## config.mk

```make
export PLATFORM = sky130hd
export DESIGN_NAME = multi_ctrl
export DESIGN_NICKNAME = d
export VERILOG_FILES = /design/src/rtl/multi_pkg.sv /design/src/rtl/multi_iter_cnt.sv /design/src/rtl/multi_ctrl.sv
export SDC_FILE = /design/constraint.sdc
export NUM_CORES = 1
export LEC_CHECK = 0
export CAP_MARGIN = 20
export CORE_MARGIN = 2
export CORE_UTILIZATION = 33
export CTS_CLUSTER_DIAMETER = 80
export CTS_CLUSTER_SIZE = 28
export DETAILED_ROUTE_END_ITERATION = 10
export PLACE_DENSITY = 0.64
export SETUP_SLACK_MARGIN = 0.15
export SYNTH_ARGS = -nofsm -noshare
export SYNTH_HDL_FRONTEND = slang
export SYNTH_SLANG_ARGS = --single-unit
```

## constraint.sdc

```tcl
create_clock -name clk -period 2.3 [get_ports clk]
set_input_delay 0.345 -clock clk [delete_from_list [all_inputs] [get_ports clk]]
set_output_delay 0.345 -clock clk [all_outputs]
set_load 0.02 [all_outputs]
```

## src/rtl/multi_pkg.sv

```systemverilog
// Shared types for the multi shift-add multiplier controller: FSM states,
// the strobe bundle and the state-to-strobe decode.
package multi_pkg;

  localparam int MULTI_WIDTH_DEF = 4;

  typedef enum logic [2:0] {
    IDLE,
    CLEAR,
    LOAD,
    ADD,
    SHIFT,
    DONE
  } multi_state_t;

  typedef struct packed {
    logic clr;
    logic ld;
    logic ldp;
    logic shp;
    logic shb;
    logic busy;
    logic done;
  } multi_strobe_t;

  // Moore decode: strobes depend on the state alone.
  function automatic multi_strobe_t multi_decode(multi_state_t s);
    multi_strobe_t o;
    o      = '0;
    o.busy = (s != IDLE);
    case (s)
      CLEAR:   o.clr  = 1'b1;
      LOAD:    o.ld   = 1'b1;
      ADD:     o.ldp  = 1'b1;
      SHIFT: begin
        o.shp = 1'b1;
        o.shb = 1'b1;
      end
      DONE:    o.done = 1'b1;
      default: o = '0;
    endcase
    return o;
  endfunction

endpackage

```

## src/rtl/multi_iter_cnt.sv

```systemverilog
// Iteration counter for multi_ctrl: loads WIDTH, decrements with saturation
// at zero, flags the final iteration with last.
module multi_iter_cnt #(
  parameter int WIDTH = 4
) (
  input  logic clk,
  input  logic clr_n,
  input  logic clear,
  input  logic load,
  input  logic dec,
  output logic last
);

  localparam int CW = $clog2(WIDTH + 1);

  logic [CW-1:0] cnt_reg;

  always_ff @(posedge clk or negedge clr_n) begin
    if (!clr_n) begin
      cnt_reg <= '0;
    end else if (clear) begin
      cnt_reg <= '0;
    end else if (load) begin
      cnt_reg <= CW'(WIDTH);
    end else if (dec && (cnt_reg != '0)) begin
      cnt_reg <= cnt_reg - 1'b1;
    end
  end

  assign last = (cnt_reg == CW'(1));

endmodule

```

## src/rtl/multi_ctrl.sv

```systemverilog
// Sequencer for the multi shift-add datapath: clear, load, WIDTH add/shift
// rounds, then a done pulse. Optional abort input with MULTI_CTRL_ABORT_EN.
module multi_ctrl
  import multi_pkg::*;
#(
  parameter int WIDTH = MULTI_WIDTH_DEF
) (
  input  logic clk,
  input  logic clr_n,
  input  logic start,
`ifdef MULTI_CTRL_ABORT_EN
  input  logic abort,
`endif
  output logic clr,
  output logic ld,
  output logic ldp,
  output logic shp,
  output logic shb,
  output logic busy,
  output logic done
);

  multi_state_t  state_reg;
  multi_state_t  state_next;
  multi_strobe_t strobe_reg;
  logic          last;
  logic          abort_hit;

`ifdef MULTI_CTRL_ABORT_EN
  assign abort_hit = abort && (state_reg != IDLE) && (state_reg != DONE);
`else
  assign abort_hit = 1'b0;
`endif

  multi_iter_cnt #(.WIDTH(WIDTH)) u_iter_cnt (
    .clk   (clk),
    .clr_n (clr_n),
    .clear (abort_hit),
    .load  (state_reg == LOAD),
    .dec   (state_reg == SHIFT),
    .last  (last)
  );

  always_comb begin
    state_next = state_reg;
    case (state_reg)
      IDLE:    if (start) state_next = CLEAR;
      CLEAR:   state_next = LOAD;
      LOAD:    state_next = ADD;
      ADD:     state_next = SHIFT;
      SHIFT:   state_next = last ? DONE : ADD;
      DONE:    state_next = IDLE;
      default: state_next = IDLE;
    endcase
    if (abort_hit) state_next = IDLE;
  end

  // Strobes are registered alongside the state so they are glitch-free.
  always_ff @(posedge clk or negedge clr_n) begin
    if (!clr_n) begin
      state_reg  <= IDLE;
      strobe_reg <= '0;
    end else begin
      state_reg  <= state_next;
      strobe_reg <= multi_decode(state_next);
    end
  end

  assign clr  = strobe_reg.clr;
  assign ld   = strobe_reg.ld;
  assign ldp  = strobe_reg.ldp;
  assign shp  = strobe_reg.shp;
  assign shb  = strobe_reg.shb;
  assign busy = strobe_reg.busy;
  assign done = strobe_reg.done;

endmodule
```

; Word level (Yosys, flattened, before mapping)
; Cells that the tools add are included.
[op_classes]
eq_ne = 10
n_mux = 11
addsub = 1
reduce_logical = 6
[op_table]
columns = op, n
row1 = $pmux W3 S5, 1
row2 = $eq A3 B2 Y1 const B, 4
row3 = $mux W3, 4
row4 = $eq A3 B1 Y1 const B, 3
row5 = $eq A3 B3 Y1 const B, 3
row6 = $reduce_bool A3 Y1, 2
row7 = $mux W1, 5
row8 = $reduce_or A5 Y1, 1
row9 = $logic_not A3 Y1, 1
row10 = $sub A3 B1 Y3 const B, 1
row11 = $mux W2, 1
row12 = $reduce_bool A2 Y1, 1
row13 = $logic_and A1 B1 Y1, 1
[word_totals]
reg_bits = 13
wordCells = 37
out_inout_bits = 7
in_bits = 3

; Logic depth before layout (Yosys ltp)
[logic_depth]
ltp_word = 6
mapped_depth = 5
mapped_depth_nobuf = 5

; Cells and area by module
; A second synthesis with hierarchy kept.
[unflattened]
cells_unflattened = 52
area_unflattened_um2 = 595.6
[modules_own_cells]
columns = module, area_per_inst_um2, cells_each, n_inst
row1 = multi_ctrl, 381.6, 32, 1
row2 = multi_iter_cnt, 214.0, 20, 1

; Worst setup path before layout
; No wires, ideal clock.
[synth_path]
path_kind = register -> register
from = register state_reg[0]
to = register u_iter_cnt.cnt_reg[1]
path_stages_with_launch = 5
slack_ns = 0.965
period_less_slack_ns = 1.335
arrival_ns = 1.266
required_ns = 2.231
cell_sequence = dfrtp_1 -> buf_2 -> or3b_4 -> or3_1 -> nand3_1
[synth_between]
elab_chain_cells = 3
[synth_lines]
columns = item, line
row1 = "start, declared", multi_ctrl.sv:23  ; multi_state_t state_reg;
row2 = "start signal, assigned", multi_ctrl.sv:64  ; state_reg <= state_next;
row3 = $eq A3 B3 Y1, multi_ctrl.sv:40  ; .dec (state_reg == SHIFT),
row4 = $logic_and A1 B1 Y1, multi_iter_cnt.sv:25  ; end else if (dec && (cnt_reg != '0)) begin
row5 = $reduce_bool A2 Y1 (no line), n/a
row6 = "end signal, assigned", multi_iter_cnt.sv:24  ; cnt_reg <= CW'(WIDTH);
row7 = "end signal, assigned", multi_iter_cnt.sv:26  ; cnt_reg <= cnt_reg - 1'b1;
row8 = "end, declared", multi_iter_cnt.sv:16  ; logic [CW-1:0] cnt_reg;
; Several ways; a longest one is shown, not always the timed one.
; A chain may end at the register's enable or synchronous reset.

; Final worst setup path
[layout_path]
from = register strobe_reg, in the netlist shb
to = output shb
[layout_rtl]
columns = item, line
row1 = "start, declared", multi_ctrl.sv:25  ; multi_strobe_t strobe_reg;
row2 = "start signal, assigned", multi_ctrl.sv:65  ; strobe_reg <= multi_decode(state_next);
row3 = "end, declared", multi_ctrl.sv:18  ; output logic shb,
; No word-level cell between the ends.

==> load_flow_metrics.sql <==
INSERT INTO impl_metrics (metric_group, metric, value, unit) VALUES
('synth', 'netlist_top_cells_count', 'dfrtp_1 (12), nor2_1 (6), ha_1 (3), inv_1 (3), o211ai_1 (3)', ''),
('timing', 'achievable-frequency', '641', 'MHz'),
('drt', 'drt-pass1-iter-count', '1', ''),
('clock_network', 'postCtsSetupBuffers', '0', ''),
('synth', 'synth.ff_latch_count', '12', ''),
('flow_run', 'cap_violations', '0', ''),
('power_and_ir_drop', 'ir_worst_vdd', '0.531', 'mV'),
('critical_path', 'cp.buffers_inverters', '1', ''),
('clock_network', 'postCtsHoldBufs', '0', ''),
('synth', 'synthMostInstantiatedCell', 'dfrtp_1', ''),
('global_route', 'track_usage', '12.4', '%'),
('critical_path', 'critPathMaxStageDelay', '0.60', 'ns'),
('synth', 'syn_nets', '61', ''),
('critical_path', 'worst_ep_required_time', '1.96', 'ns'),
('finish', 'num_antenna_cells', '0', ''),
('timing', 'setup_viols_final', '0', ''),
('timing', 'final-max-slew-violation-count', '0', ''),
('critical_path', 'cp_max_fo', '2', ''),
('synth', 'dominantRegCellSynth', 'dfrtp_1', ''),
('drt', 'remaining_drc_errors', '0', ''),
('power_and_ir_drop', 'static-leakage-power', '0.299', 'nW'),
('outcome', 'outcome', 'complete, no violations', ''),
('drt', 'detail_route.wl_per_cell', '13.7', 'um'),
('critical_path', 'critical_path_class', 'register to output port', ''),
('power_and_ir_drop', 'power_density', '1370', 'mW/mm2'),
('die', 'die_h', '45.6', 'um'),
('global_route', 'first_global_vias', '394', ''),
('timing', 'totalNegativeSetupSlack', '0', 'ns'),
('die', 'fp.dieArea', '0.00208', 'mm2'),
('critical_path', 'slowest_stage', 'clkdlybuf4s50_1', ''),
('global_route', 'grt_antenna_before_repair', '0', ''),
('synth', 'synth-async-reset-ratio', '100', '%'),
('timing', 'fin_skew', '0.000764', 'ns'),
('critical_path', 'crit_path_end_kind', 'output port', ''),
('placed_design', 'dp_hpwl', '803', 'um'),
('synth', 'postSynthCellCount', '55', ''),
('finish', 'area.sequential', '300', 'um2'),
('global_route', 'grt-ovfl-total', '0', ''),
('critical_path', 'setup.worst_path.start_class', 'register', ''),
('drt', 'ant_nets', '0', ''),
('drt', 'routed-via-count', '433', ''),
('timing', 'slew_headroom', '63.0', '%'),
('clock_network', 'cts_root_buf', 'clkbuf_4', ''),
('synth', 'synth.distinct_cells', '26', ''),
('finish', 'multi_input_area', '239', 'um2'),
('finish', 'drive_gt1_share', '9.38', '%'),
('synth', 'post-synth-top-area-fraction', '52.5', '%'),
('clock_network', 'clkSlewWorstSetupHoldPaths', '0.07', 'ns'),
('die', 'floorplan.core_area', '0.00167', 'mm2'),
('timing', 'max_slew.worst_pin.slew', '0.553', 'ns'),
('synth', 'synth_area_leaders', 'dfrtp_1 (53%), ha_1 (6.6%), nor2_1 (3.9%)', ''),
('timing', 'final.setup.worst_slack', '0.740', 'ns'),
('die', 'fp.dieW', '45.6', 'um'),
('synth', 'synth.avg_cell_area', '10.4', 'um2'),
('die', 'design.portCount', '10', ''),
('timing', 'share_of_the_clock_period_used_by_the_worst_path', '67.8', '%'),
('clock_network', 'ctsLongestPathBuffers', '2', ''),
('finish', 'final_nets', '71', ''),
('placed_design', 'port_buffers', '9', ''),
('die', 'floorplan.initialDensity', '34.2', '%'),
('clock_network', 'clk-insertion-delay-late', '0.27', 'ns'),
('timing', 'fin_crit', '1.56', 'ns'),
('synth', 'mappedNetlistArea', '572', 'um2'),
('clock_network', 'numClockSinks', '12', ''),
('hold_path', 'hold_class', 'primary input to async pin', ''),
('clock_network', 'cts_tree', 'built', ''),
('synth', 'synth.yosys.warnings', '0', ''),
('drt', 'drtIter0Drc', '0', ''),
('placed_design', 'routabilityCongestion', '0.792', ''),
('synth', 'synth_area_leader_cell', 'dfrtp_1', ''),
('critical_path', 'cp.arrival', '1.22', 'ns');
[stage by stage]
step	hold slack [ns]	instances	power (mW)	instance area [um2]	util [%]
2_1_floorplan	0.0494	55	0.667	572	-
3_3_place_gp	0.555	77	0.780	662	39.6
3_5_place_dp	0.560	77	0.795	662	39.6
4_1_cts	0.432	81	0.966	698	41.8
5_1_grt	0.452	81	1.03	698	41.8
6_report	0.427	81	0.958	698	41.8
[placed cells by master, fill, tap and decap left out, types with 3 or more instances in the layout]
| cell | instances |
|---|---|
| ha_1 | 3 |
| inv_1 | 3 |
| dfrtp_1 | 12 |
| clkbuf_4 | 3 |
| o211ai_1 | 3 |
| clkdlybuf4s50_1 | 9 |
| nor2_1 | 6 |
[cells by family after synthesis]
logic type | share of synthesized area (%)
buffers and inverters | 5.69
flip-flops | 52.5
AND/OR/NAND/NOR | 20.1
multiplexers | 1.75
XOR/XNOR | 1.53
AO/OA/AOI/OAI | 11.8
adder cells (fa/ha/maj) | 6.57
[area by class of cell]
class                           count  area share [%]
Inverter                            3            1.61
Sequential cell                    12            43.0
Timing Repair Buffer                9            12.9
Multi-Input combinational cell     36            34.2
Tap cell                           17            3.05
Clock buffer                        4            5.20
[power breakdown]
group	internal (mW)	total, mW	leakage, nW	switching (mW)
clock	0.0962	0.166	0.0210	0.0702
combinational	0.195	0.385	0.127	0.190
sequential	0.290	0.407	0.150	0.116
[final timing paths]
path	from	endpoint	slack [ns]	cells past startpoint
max	shb	shb	0.74	1
min	clr_n	u_iter_cnt.cnt_reg[2]	0.43	1
max reg2reg	state_reg[2]	u_iter_cnt.cnt_reg[1]	0.74	3
min reg2reg	u_iter_cnt.cnt_reg[1]	u_iter_cnt.cnt_reg[1]	0.58	2
max in group asynchronous	clr_n	state_reg[0]	1.51	1
min in group clk	u_iter_cnt.cnt_reg[1]	u_iter_cnt.cnt_reg[1]	0.58	2
[metal layers]
| layer | routed length (um) | GRT usage (%) | part of all wire, % | vias up |
|---|---|---|---|---|
| li1 | - | - | - | 209 |
| met2 | 544 | 19.7 | 49 | 14 |
| met4 | 0 | 3.53 | 0 | 0 |
| met5 | 0 | 0 | 0 | - |
| met3 | 46 | 4.76 | 4.2 | 0 |
| met1 | 516 | 15.4 | 47 | 210 |
No activity file was read; power rests on OpenSTA's default activity.
==> edit 1: new RTL, config.mk and constraints unchanged <==
Add an input register stage for `start`, cleared by the reset; this delays it by one clock.
--- a/src/rtl/multi_ctrl.sv
+++ b/src/rtl/multi_ctrl.sv
@@ -21,2 +21,12 @@
 );
+
+  logic start_q;
+
+  always_ff @(posedge clk or negedge clr_n) begin
+    if (!clr_n) begin
+      start_q <= '0;
+    end else begin
+      start_q <= start;
+    end
+  end
 
@@ -46,3 +56,3 @@
     case (state_reg)
-      IDLE:    if (start) state_next = CLEAR;
+      IDLE:    if (start_q) state_next = CLEAR;
       CLEAR:   state_next = LOAD;
Behaviour: not the same (Yosys sat finds a counterexample within 4 cycles, from zero or initial values).
==> edit 1 against the original RTL <==
Total power down 4.3%; setup slack better by 0.0010 ns; via count down 0.46%; area after synthesis up 4.4%; sequential cell count up 1; die area up 4.0%; wire length down 11%; largest power group unchanged; critical path type unchanged; cell count up 11%; highest routed layer unchanged; final area up 3.6%.
==> edit 1: results (changes against the original RTL) <==
status=completed; gr usage total=11.4% (-0.99 points); Adder-Cell Fraction of Synth Area=6.29% (-0.28 points); GPL Wtd Cong=0.758 (-4.4%); Placed Instance Area=697 sq um (+5.3%); Post-Synth XOR/XNOR Area=1.47% (-0.064 points); largest net degree at the start of global routing=16 (unchanged); delay-heaviest family, CP=buffers and inverters; Compound-Gate Fraction of Synth Area=11.3% (-0.50 points); Antenna Cells=0 (unchanged); Synth Warn #=0 (unchanged); initial antenna violation count=0 (unchanged); Leakage=0.304 nW (+1.9%); skew final=0.00197 ns (+0.00120 ns); vias in the first global route=399 (+1.3%); vias=431 (-0.46%); post-synthesis sequential area ratio=54.5% (+2.0 points); Post-CTS Setup Bufs=0 (unchanged); first-pass GRT wire length=1.70 mm (-5.0%); synthesized net count=62 (+1.6%); Post-DP HPWL=714 microns (-11%); main area contributors after synthesis=dfrtp_1 55%, ha_1 6.3%, nor2_1 3.8%; Port-buffer cells=9 (unchanged); CP arrival=1.21 ns; R2R Path End=u_iter_cnt.cnt_reg[1]; worst vdd ir=0.521 mV (-1.9%); multiplexer share of the synthesized area=1.68% (-0.073 points); Post-synth top cells=13 x dfrtp_1, 6 x nor2_1, 3 x ha_1, 3 x inv_1, 3 x o211ai_1; Worst Hold Class=input port to asynchronous set/reset pin; Worst path max stage delay=0.60 ns (about the same); R2R Path Start=state_reg[2]; worst-case reg-to-reg path depth=3 (unchanged); drt wl/cell=10.9 microns (-20%); worst-margin pin slew=0.579 ns (+0.0255 ns); Crit-path slowest cell=clkdlybuf4s50_1; share of cells above drive strength 1=7.69% (-1.7 points); # resized after CTS=0 (unchanged); Crit Path Max Fanout=2 (unchanged); DRT Pass-1 Iters=4 (+3); reg2reg setup slack=0.76 ns (+0.02 ns); Initial DRC Count=11 (+11); Final nets=72 (+1.4%)
[edit 1: cell families (layout without fill, tap and decap cells)]
| kind of cell | count (synthesis) | after routing |
|---|---|---|
| AOI/OAI and AO/OA | 10 | 10 |
| xor gates and xnor gates | 1 | 1 |
| adders and majority gates | 3 | 3 |
| buffers and inverters | 7 | 16 |
| DFF | 13 | 13 |
| muxes | 1 | 1 |
| and+or+nand+nor | 21 | 21 |
[edit 1: worst min-delay path by stage]
stage	startpoint	endpoint	depth (start not counted)
after global placement	start_q	clr	1
after floorplan	clr_n	busy	0
after global routing	clr_n	u_iter_cnt.cnt_reg[2]	1
after detailed placement	start_q	clr	1
after CTS	clr_n	shb	1
final	clr_n	shb	1
[edit 1: per-stage QoR]
step	worst slack (ns)	cells	hold WS, ns
CTS	0.729	90	0.444
global placement	0.827	86	0.551
finish	0.741	90	0.439
global route	0.696	90	0.489
detailed placement	0.770	86	0.548
floorplan	0.965	56	0.0494
[edit 1: metal layers]
metal | up-vias | wire (microns) | GRT usage, %
met5 | - | 0 | 0
met4 | 0 | 0 | 4.00
met3 | 0 | 59 | 5.10
met2 | 16 | 448 | 16.1
met1 | 205 | 477 | 15.3
li1 | 210 | - | -
[edit 1: power by group]
part	switching (W)	leakage, nW	internal (W)	total, W
combinational	0.000177	0.127	0.000186	0.000363
clock	0.0000704	0.0150	0.0000672	0.000138
sequential	0.000111	0.162	0.000305	0.000416
[edit 1: cell type report]
type	count	area, sq um
Clock buffer	4	26.3
Fill cell	161	985
Inverter	3	11.3
Multi-Input combinational cell	36	239
Sequential cell	13	325
Tap cell	25	31.3
Timing Repair Buffer	9	90.1
==> edit 2: new RTL, same settings <==
Made on the original files. Add a define of `MULTI_CTRL_ABORT_EN`.
--- a/src/rtl/multi_ctrl.sv
+++ b/src/rtl/multi_ctrl.sv
@@ -2,2 +2,4 @@
 // rounds, then a done pulse. Optional abort input with MULTI_CTRL_ABORT_EN.
+`define MULTI_CTRL_ABORT_EN
+
 module multi_ctrl
Ports: changed (added abort); port bits go from 10 to 11. The function was not compared with the original's and may differ.
==> edit 2 against the original RTL <==
Area after synthesis grew 16%; hold slack worse by 0.0068 ns; final area increased by 14%; setup slack worse by 0.0041 ns; wire length rose by 1.6%; total power shrank 5.4%; sequential cell count unchanged.
==> edit 2: results (changes against the original RTL) <==
clk root buf=clkbuf_4; achievable frequency=0.639 GHz (-0.26%); top-area cell type share of the netlist area=45.5% (-7.1 points); CTS clk-pin slew, worst paths=0.08 ns; largest net degree at the start of global routing=17 (+1); CTS Buf Count=3 (unchanged); clk_lat worst skew=0.27 ns (about the same); status=completed; Worst path max stage delay=0.60 ns (about the same); CP arrival=1.22 ns (about the same); main area contributors after synthesis=dfrtp_1 45%, ha_1 5.7%, a21oi_1 3.0%; GPL Wtd Cong=0.789 (-0.38%); CTS H-tree depth=1 (unchanged); worst vdd ir=0.348 mV (-35%); drt wl/cell=10.8 microns (-21%); DRT Pass-1 Iters=4 (+3); # resized after CTS=0 (unchanged); synthesized net count=75 (+23%); Post-DP HPWL=805 microns (+0.26%); Port-buffer cells=10 (+1); first-pass GRT wire length=1.94 mm (+8.4%); Worst Hold Class=input port to asynchronous set/reset pin; pre-CTS WS=0.568 ns (-0.182 ns); Initial DRC Count=8 (+8); Leakage=0.338 nW (+13%); post-synthesis sequential area ratio=45.5% (-7.1 points); reg2reg setup slack=0.98 ns (+0.24 ns); Placed Instance Area=758 sq um (+15%); ys async rst share=100% (unchanged); Synth Warn #=0 (unchanged); crit path to=shp; delay-heaviest family, CP=buffers and inverters; skew final=0.00188 ns (+0.00111 ns); Post-CTS Setup Bufs=0 (unchanged); Vias/cell=4.61 (-14%); share of cells above drive strength 1=10.4% (+1.0 points); vias in the first global route=437 (+11%); Crit-path slowest cell=clkdlybuf4s50_1; Final nets=85 (+20%); Post-synth top cells=12 x dfrtp_1, 5 x inv_1, 5 x nor2_1; Crit Path Max Fanout=2 (unchanged); Antenna Cells=0 (unchanged); worst-case reg-to-reg path depth=4 (+1); worst-margin pin slew=0.534 ns (-0.0196 ns); R2R Path Start=state_reg[1]; CTS max path bufs=2 (unchanged); R2R Path End=u_iter_cnt.cnt_reg[0]; gr usage total=10.8% (-1.6 points); initial antenna violation count=0 (unchanged); post-synth cell types=30 (+15%)
==> edit 2: cells by family (layout without fill, tap and decap cells) <==
| family | count (synthesis) | after routing | share of synthesized area [%] |
|---|---|---|---|
| flops | 12 | 12 | 45.5 |
| buf+inv | 10 | 19 | 8.33 |
| xor+xnor | 3 | 3 | 3.98 |
| fa+ha+maj | 3 | 3 | 5.68 |
| simple gates | 25 | 25 | 22.2 |
| compound gates | 15 | 15 | 14.4 |
==> edit 2: area by class of cell <==
cell class / count / area (sq um)
fillers: 207 / 1130
clock buffers: 4 / 36.3
flip-flops and latches: 12 / 300
inverters: 5 / 18.8
well taps: 27 / 33.8
repair buffers: 10 / 100
multi-input cells: 46 / 305
==> edit 2: power by group <==
| part | leakage, nW | internal [W] | switching [W] | total, W |
|---|---|---|---|---|
| Clock | 0.0210 | 0.0000961 | 0.0000713 | 0.000167 |
| Sequential | 0.158 | 0.000270 | 0.0000786 | 0.000349 |
| Combinational | 0.159 | 0.000192 | 0.000198 | 0.000390 |
| Total | 0.338 | 0.000558 | 0.000348 | 0.000906 |
==> edit 2: layer usage <==
metal,global-route usage [%],vias to the layer above,share of wire (%)
li1,-,243,-
met1,13.9,227,48
met2,16.4,7,48
met3,1.85,2,2.5
met4,7.14,0,1.2
met5,0,-,0
==> edit 2: per-stage QoR <==
step                util (%)  power, W  std cells  hold WS, ns
floorplan                  -  0.000649         68       0.0494
global placement        39.5  0.000741        100        0.517
detailed placement      39.5  0.000742        100        0.523
CTS                     41.3  0.000921        104        0.433
global route            41.3  0.000976        104        0.474
finish                  41.3  0.000906        104        0.420
